==> config.mk <==
export PLATFORM = sky130hd
export DESIGN_NAME = alu_reg_exec
export DESIGN_NICKNAME = d
export VERILOG_FILES = /design/src/rtl/alu_reg_pkg.sv /design/src/rtl/alu_reg_decode.sv /design/src/rtl/alu_reg_exec.sv
export SDC_FILE = /design/constraint.sdc
export NUM_CORES = 1
export LEC_CHECK = 0
export CAP_MARGIN = 10
export CELL_PAD_IN_SITES_DETAIL_PLACEMENT = 0
export CELL_PAD_IN_SITES_GLOBAL_PLACEMENT = 2
export CORE_ASPECT_RATIO = 2
export CORE_MARGIN = 2
export CORE_UTILIZATION = 26
export DETAILED_ROUTE_END_ITERATION = 7
export GPL_ROUTABILITY_DRIVEN = 0
export PLACE_DENSITY_LB_ADDON = 0.15
export SETUP_SLACK_MARGIN = 0.02
export SLEW_MARGIN = 20
export SYNTH_ARGS = -nofsm -noshare
export SYNTH_HDL_FRONTEND = slang
export SYNTH_SLANG_ARGS = --single-unit
==> constraint.sdc <==
create_clock -name clk -period 2 [get_ports clk]
set_input_delay 0.6 -clock clk [delete_from_list [all_inputs] [get_ports clk]]
set_output_delay 0.6 -clock clk [all_outputs]
set_load 0.005 [all_outputs]
==> src/rtl/alu_reg_pkg.sv <==
// Shared types and encodings for the RV32 R-type execute unit.
package alu_reg_pkg;

    typedef enum logic [1:0] {
        IDLE = 2'd0,
        READ = 2'd1,
        EXEC = 2'd2,
        WB   = 2'd3
    } state_t;

    localparam logic [6:0] OPC_OP      = 7'b0110011;
    localparam logic [6:0] FUNCT7_BASE = 7'b0000000;
    localparam logic [6:0] FUNCT7_ALT  = 7'b0100000;

    localparam logic [2:0] F3_ADD  = 3'b000;
    localparam logic [2:0] F3_SLL  = 3'b001;
    localparam logic [2:0] F3_SLT  = 3'b010;
    localparam logic [2:0] F3_SLTU = 3'b011;
    localparam logic [2:0] F3_XOR  = 3'b100;
    localparam logic [2:0] F3_SR   = 3'b101;
    localparam logic [2:0] F3_OR   = 3'b110;
    localparam logic [2:0] F3_AND  = 3'b111;

    typedef struct packed {
        logic [4:0] rs1;
        logic [4:0] rs2;
        logic [4:0] rd;
        logic [2:0] funct3;
        logic       alt;
        logic       legal;
    } dec_t;

endpackage

==> src/rtl/alu_reg_decode.sv <==
// Field extraction and legality check for OP-class instructions.
module alu_reg_decode
    import alu_reg_pkg::*;
(
    input  logic [31:0] instr_i,
    output dec_t        dec_o
);

    logic [6:0] funct7;
    logic [2:0] funct3;

    assign funct7 = instr_i[31:25];
    assign funct3 = instr_i[14:12];

    always_comb begin
        dec_o        = '0;
        dec_o.rs1    = instr_i[19:15];
        dec_o.rs2    = instr_i[24:20];
        dec_o.rd     = instr_i[11:7];
        dec_o.funct3 = funct3;
        dec_o.alt    = instr_i[30];
        // The alternate funct7 only encodes SUB and SRA.
        dec_o.legal  = (instr_i[6:0] == OPC_OP) &&
                       ((funct7 == FUNCT7_BASE) ||
                        ((funct7 == FUNCT7_ALT) && ((funct3 == F3_ADD) || (funct3 == F3_SR))));
    end

endmodule

==> src/rtl/alu_reg_exec.sv <==
// Multi-cycle R-type execute unit: IDLE -> READ -> EXEC -> WB.
// Define ALU_REG_BYPASS_EN for issue in the writeback cycle plus result forwarding.
module alu_reg_exec
    import alu_reg_pkg::*;
#(
    parameter int XLEN           = 32,
    parameter int REG_SELECT_LEN = 5,
    parameter int RF_READ_LAT    = 1
) (
    input  logic                      clk,
    input  logic                      rst_n,
    input  logic                      instr_valid,
    output logic                      instr_ready,
    input  logic [31:0]               instruction,
    output logic                      illegal,
    output logic                      rf_rd_en,
    output logic [REG_SELECT_LEN-1:0] rf_rd_addr_1,
    output logic [REG_SELECT_LEN-1:0] rf_rd_addr_2,
    input  logic [XLEN-1:0]           rf_rd_data_1,
    input  logic [XLEN-1:0]           rf_rd_data_2,
    output logic [XLEN-1:0]           alu_a,
    output logic [XLEN-1:0]           alu_b,
    output logic [2:0]                alu_op,
    output logic                      alu_sig,
    input  logic [XLEN-1:0]           alu_out,
    output logic                      wb_valid,
    input  logic                      wb_ready,
    output logic [REG_SELECT_LEN-1:0] wb_reg,
    output logic [XLEN-1:0]           wb_data,
    output logic                      busy
);

    localparam logic [1:0] CNT_INIT = 2'(RF_READ_LAT - 1);

    dec_t            dec;
    state_t          state_q, state_d;
    logic [4:0]      rs1_q, rs2_q, rd_q;
    logic [2:0]      f3_q;
    logic            alt_q, first_q, illegal_q;
    logic [1:0]      cnt_q;
    logic [XLEN-1:0] opa_q, opb_q, res_q;
    logic [XLEN-1:0] rs1_val, rs2_val;
    logic            accept;

    alu_reg_decode u_decode (
        .instr_i (instruction),
        .dec_o   (dec)
    );

`ifdef ALU_REG_BYPASS_EN
    logic [4:0]      fwd_rd_q;
    logic [XLEN-1:0] fwd_val_q;

    assign instr_ready = (state_q == IDLE) || ((state_q == WB) && wb_ready);
    assign rs1_val = ((fwd_rd_q != 5'd0) && (rs1_q == fwd_rd_q)) ? fwd_val_q : rf_rd_data_1;
    assign rs2_val = ((fwd_rd_q != 5'd0) && (rs2_q == fwd_rd_q)) ? fwd_val_q : rf_rd_data_2;

    // Remember the most recent retired write so a dependent follower skips stale RF data.
    always_ff @(posedge clk or negedge rst_n) begin
        if (!rst_n) begin
            fwd_rd_q  <= '0;
            fwd_val_q <= '0;
        end else if ((state_q == WB) && wb_ready) begin
            fwd_rd_q  <= rd_q;
            fwd_val_q <= res_q;
        end
    end
`else
    assign instr_ready = (state_q == IDLE);
    assign rs1_val     = rf_rd_data_1;
    assign rs2_val     = rf_rd_data_2;
`endif

    assign accept = instr_valid && instr_ready;

    always_comb begin
        state_d = state_q;
        case (state_q)
            IDLE: if (accept && dec.legal) state_d = READ;
            READ: if (cnt_q == 2'd0) state_d = EXEC;
            EXEC: state_d = (rd_q == 5'd0) ? IDLE : WB;
            WB:   if (wb_ready) state_d = (accept && dec.legal) ? READ : IDLE;
            default: state_d = IDLE;
        endcase
    end

    always_ff @(posedge clk or negedge rst_n) begin
        if (!rst_n) begin
            state_q   <= IDLE;
            rs1_q     <= '0;
            rs2_q     <= '0;
            rd_q      <= '0;
            f3_q      <= '0;
            alt_q     <= 1'b0;
            first_q   <= 1'b0;
            illegal_q <= 1'b0;
            cnt_q     <= '0;
            opa_q     <= '0;
            opb_q     <= '0;
            res_q     <= '0;
        end else begin
            state_q   <= state_d;
            illegal_q <= accept && !dec.legal;
            if (accept && dec.legal) begin
                rs1_q   <= dec.rs1;
                rs2_q   <= dec.rs2;
                rd_q    <= dec.rd;
                f3_q    <= dec.funct3;
                alt_q   <= dec.alt;
                cnt_q   <= CNT_INIT;
                first_q <= 1'b1;
            end
            if (state_q == READ) begin
                first_q <= 1'b0;
                if (cnt_q != 2'd0) begin
                    cnt_q <= cnt_q - 2'd1;
                end else begin
                    opa_q <= rs1_val;
                    opb_q <= rs2_val;
                end
            end
            if (state_q == EXEC) res_q <= alu_out;
        end
    end

    // Every output is gated by state so idle and reset both present zeros.
    assign illegal      = illegal_q;
    assign busy         = (state_q != IDLE);
    assign rf_rd_en     = (state_q == READ) && first_q;
    assign rf_rd_addr_1 = (state_q == READ) ? REG_SELECT_LEN'(rs1_q) : '0;
    assign rf_rd_addr_2 = (state_q == READ) ? REG_SELECT_LEN'(rs2_q) : '0;
    assign alu_a        = (state_q == EXEC) ? opa_q : '0;
    assign alu_b        = (state_q == EXEC) ? opb_q : '0;
    assign alu_op       = (state_q == EXEC) ? f3_q : '0;
    assign alu_sig      = (state_q == EXEC) && alt_q;
    assign wb_valid     = (state_q == WB);
    assign wb_reg       = (state_q == WB) ? REG_SELECT_LEN'(rd_q) : '0;
    assign wb_data      = (state_q == WB) ? res_q : '0;

endmodule

==> impl_metrics.tcl <==
set metrics [dict create \
    dieArea_um2 22320 \
    grt_start_max_net_pins 47 \
    clockBufferDepth 2 \
    p_leak_uw 0.005146 \
    arrival_ns 1.76 \
    r2r-end "opa_q[7]$_DFFE_PN0P_" \
    vias_per_cell 4.459 \
    worst_ep_required_time_ns 1.40 \
    rows 75 \
    rr_worst_depth 10 \
    synthArstFlopShare_pct 100.0 \
    cp_common_cell "buf_6" \
    drc 0 \
    clock_latency_ns 0.41 \
    dp_hpwl_mm 12.98 \
    cts_buffers 17 \
    synth_cell_type_count 28 \
    cts_tree "built" \
    synth-seq-cells 121 \
    period_share_pct 118.0 \
    mostFrequentLayoutCells "clkdlybuf4s50_1, dfrtp_1, buf_6" \
    crit_type "flop to output port" \
    yosys_warnings 0 \
    finalNetCount 870 \
    grt_usage_pct 16.03 \
    yosysSeqAreaShare_pct 55.28 \
    outcome "finished with violations" \
    synthCells 415 \
    synth_top_area_share_pct 55.28 \
    finalMaxSlewViolations 0 \
    grt_pass1_vias 4761 \
    finalSetupViolations 213 \
    violations "setup timing" \
    timing.fmax_mhz 423.9 \
    synth_area_per_cell_um2 13.20 \
    fin_skew_ns 0.007465 \
    crit_fanout 6 \
    cpMaxStageDelayCell "dfrtp_2" \
    cts_root_buf "clkbuf_16" \
    endpoint_kind "output port" \
    routedWlPerCell_um 21.09 \
    hold_class "input pin to async pin" \
    crit_chain "buf_6 > nor2b_4 > buf_12 > buf_8 > clkbuf_16 > and2_4 > buf_6" \
    maxSlewHeadroom_pct 80.49 \
    synth_largest_area_cell "dfrtp_1" \
    syn_area_um2 5478 \
    synthFlopType "dfrtp_1" \
    clk_pin_slew_ns 0.06 \
    htreeDepth 4 \
    r2r-start "state_q[0]$_DFFE_PN0P_" \
    worst_slew_pin_slew_ns 0.2927 \
    numPortBuffers 251 \
    synth_fp_nets 547 \
    fin_ws_ns -0.3592 \
    globalRouteOverflowTotal 0 \
    cts_sinks 121 \
    vdd_drop_max_mv 0.6718 \
    fillers 1863 \
    wirelength_mm 21.56 \
    rsz0062_at_grt "yes" \
    grt_pass1_wl_mm 26.85 \
    stdcell_area_um2 10770 \
    antenna_found_initial 2 \
    ios 252 \
    areaGrowthSynthToFinish_pct 96.66 \
    ant_nets 0 \
    synth_area_leaders "dfrtp_1, mux2_2, and2_1" \
    max-cap-violations 0 \
    drive_above_1_share_pct 61.78 \
    rrSetupSlack_ns -0.10 \
    place_area_um2 8488 \
    via_count 4557 \
    slowest_delay_ns 0.42 \
    crit_buf_inv 5 \
    synth-edff-count 0 \
    final_hold_viol_count 0 \
    utilization_pct 51.71 \
    start_util_pct 26.29 \
    worst_setup_path_start_kind "flop" \
    power.density_nw_per_um2 1415 \
    critPathTopFamily "buffers and inverters" \
    die_x_um 106.6 \
    core_area_um2 20830 \
    final_common_cell "clkdlybuf4s50_1" \
    fin_crit_ns 2.359 \
    first_pass_iters 4 \
    drt_iter0_drc 89 \
    die_h_um 209.3 \
]
## layout make-up
| type | count | area, um2 | share of cell area, % |
|---|---|---|---|
| antenna | 2 | 5.005 | 0.04646 |
| clock buffer | 24 | 491.7 | 4.564 |
| clock inverter | 8 | 140.1 | 1.301 |
| inverter | 1 | 3.754 | 0.03484 |
| multi-input combinational | 262 | 2927 | 27.17 |
| sequential | 121 | 3030 | 28.13 |
| tap | 269 | 336.6 | 3.124 |
| timing repair buffer | 335 | 3839 | 35.63 |
## metrics by stage
stage	hold WS [ns]	power [uW]	TNS, ns	cells	worst slack, ns
2_1_floorplan	0.3044	6308	-1.986	415	-0.1203
3_3_place_gp	0.4584	8622	-21.16	930	-0.5711
3_5_place_dp	0.4761	8751	-21.43	930	-0.5766
4_1_cts	0.05634	12100	-49.95	962	-0.6107
5_1_grt	0.05432	16010	-48.48	1022	-0.4213
6_report	0.06585	15240	-34.07	1022	-0.3592
## cell usage after synthesis (2+ instances only)
master / n
nand2_1: 5
mux2_4: 16
nor4b_1: 2
mux2_2: 99
dfrtp_1: 121
clkbuf_1: 17
a21oi_1: 2
nor2b_1: 2
and2_1: 80
o21a_1: 2
nor3_1: 2
nor2_1: 3
and3_1: 37
buf_6: 2
buf_2: 10
nand2b_1: 3
## cell families after synthesis
logic type,synth area share [%]
AO/OA/AOI/OAI,0.9365
XOR/XNOR,0.1599
buffers and inverters,2.992
flip-flops,55.28
multiplexers,24.74
AND/OR/NAND/NOR,15.90
## per-layer routing
| layer | GRT usage (%) | vias up | routed length (um) |
|---|---|---|---|
| met5 | 0 | - | 0 |
| met4 | 7.300 | 0 | 477 |
| met3 | 3.944 | 24 | 852 |
| met2 | 31.10 | 136 | 13070 |
| met1 | 15.37 | 2328 | 7151 |
| li1 | - | 2069 | - |
## power breakdown
group          internal [uW]  switching [uW]  total [uW]
combinational           5150            2660        7810
sequential              3510             588        4100
clock                   2210            1120        3330
## registers in the layout (all words and copies together) (netlist names)
name,cells
alt_q,1
cnt_q,2
f3_q,3
first_q,1
illegal,1
opa_q,32
opb_q,32
rd_q,5
res_q,32
rs1_q,5
rs2_q,5
state_q,2
## what timing repair did
action / CTS / global route
hold buffers: 0 / 0
endpoints found under the setup margin: 159 / 199
buffers inserted: 0 / 34
pin swaps: 0 / 74
cloned: 0 / 25
resized for setup: 141 / 550
## worst max path at each step
stage,from,end,slack [ns],depth (start not counted)
detailed placement,instruction[26],f3_q[0]$_DFFE_PN0P_,-0.58,6
global route,state_q[0]$_DFFE_PN0P_,alu_b[8],-0.42,7
global placement,instruction[26],rs1_q[3]$_DFFE_PN0P_,-0.57,6
CTS,state_q[0]$_DFFE_PN0P_,alu_b[17],-0.61,4
floorplan,instruction[12],f3_q[0]$_DFFE_PN0P_,-0.12,6
finish,state_q[0]$_DFFE_PN0P_,alu_b[20],-0.36,7
(Power assumes the default switching activity.)
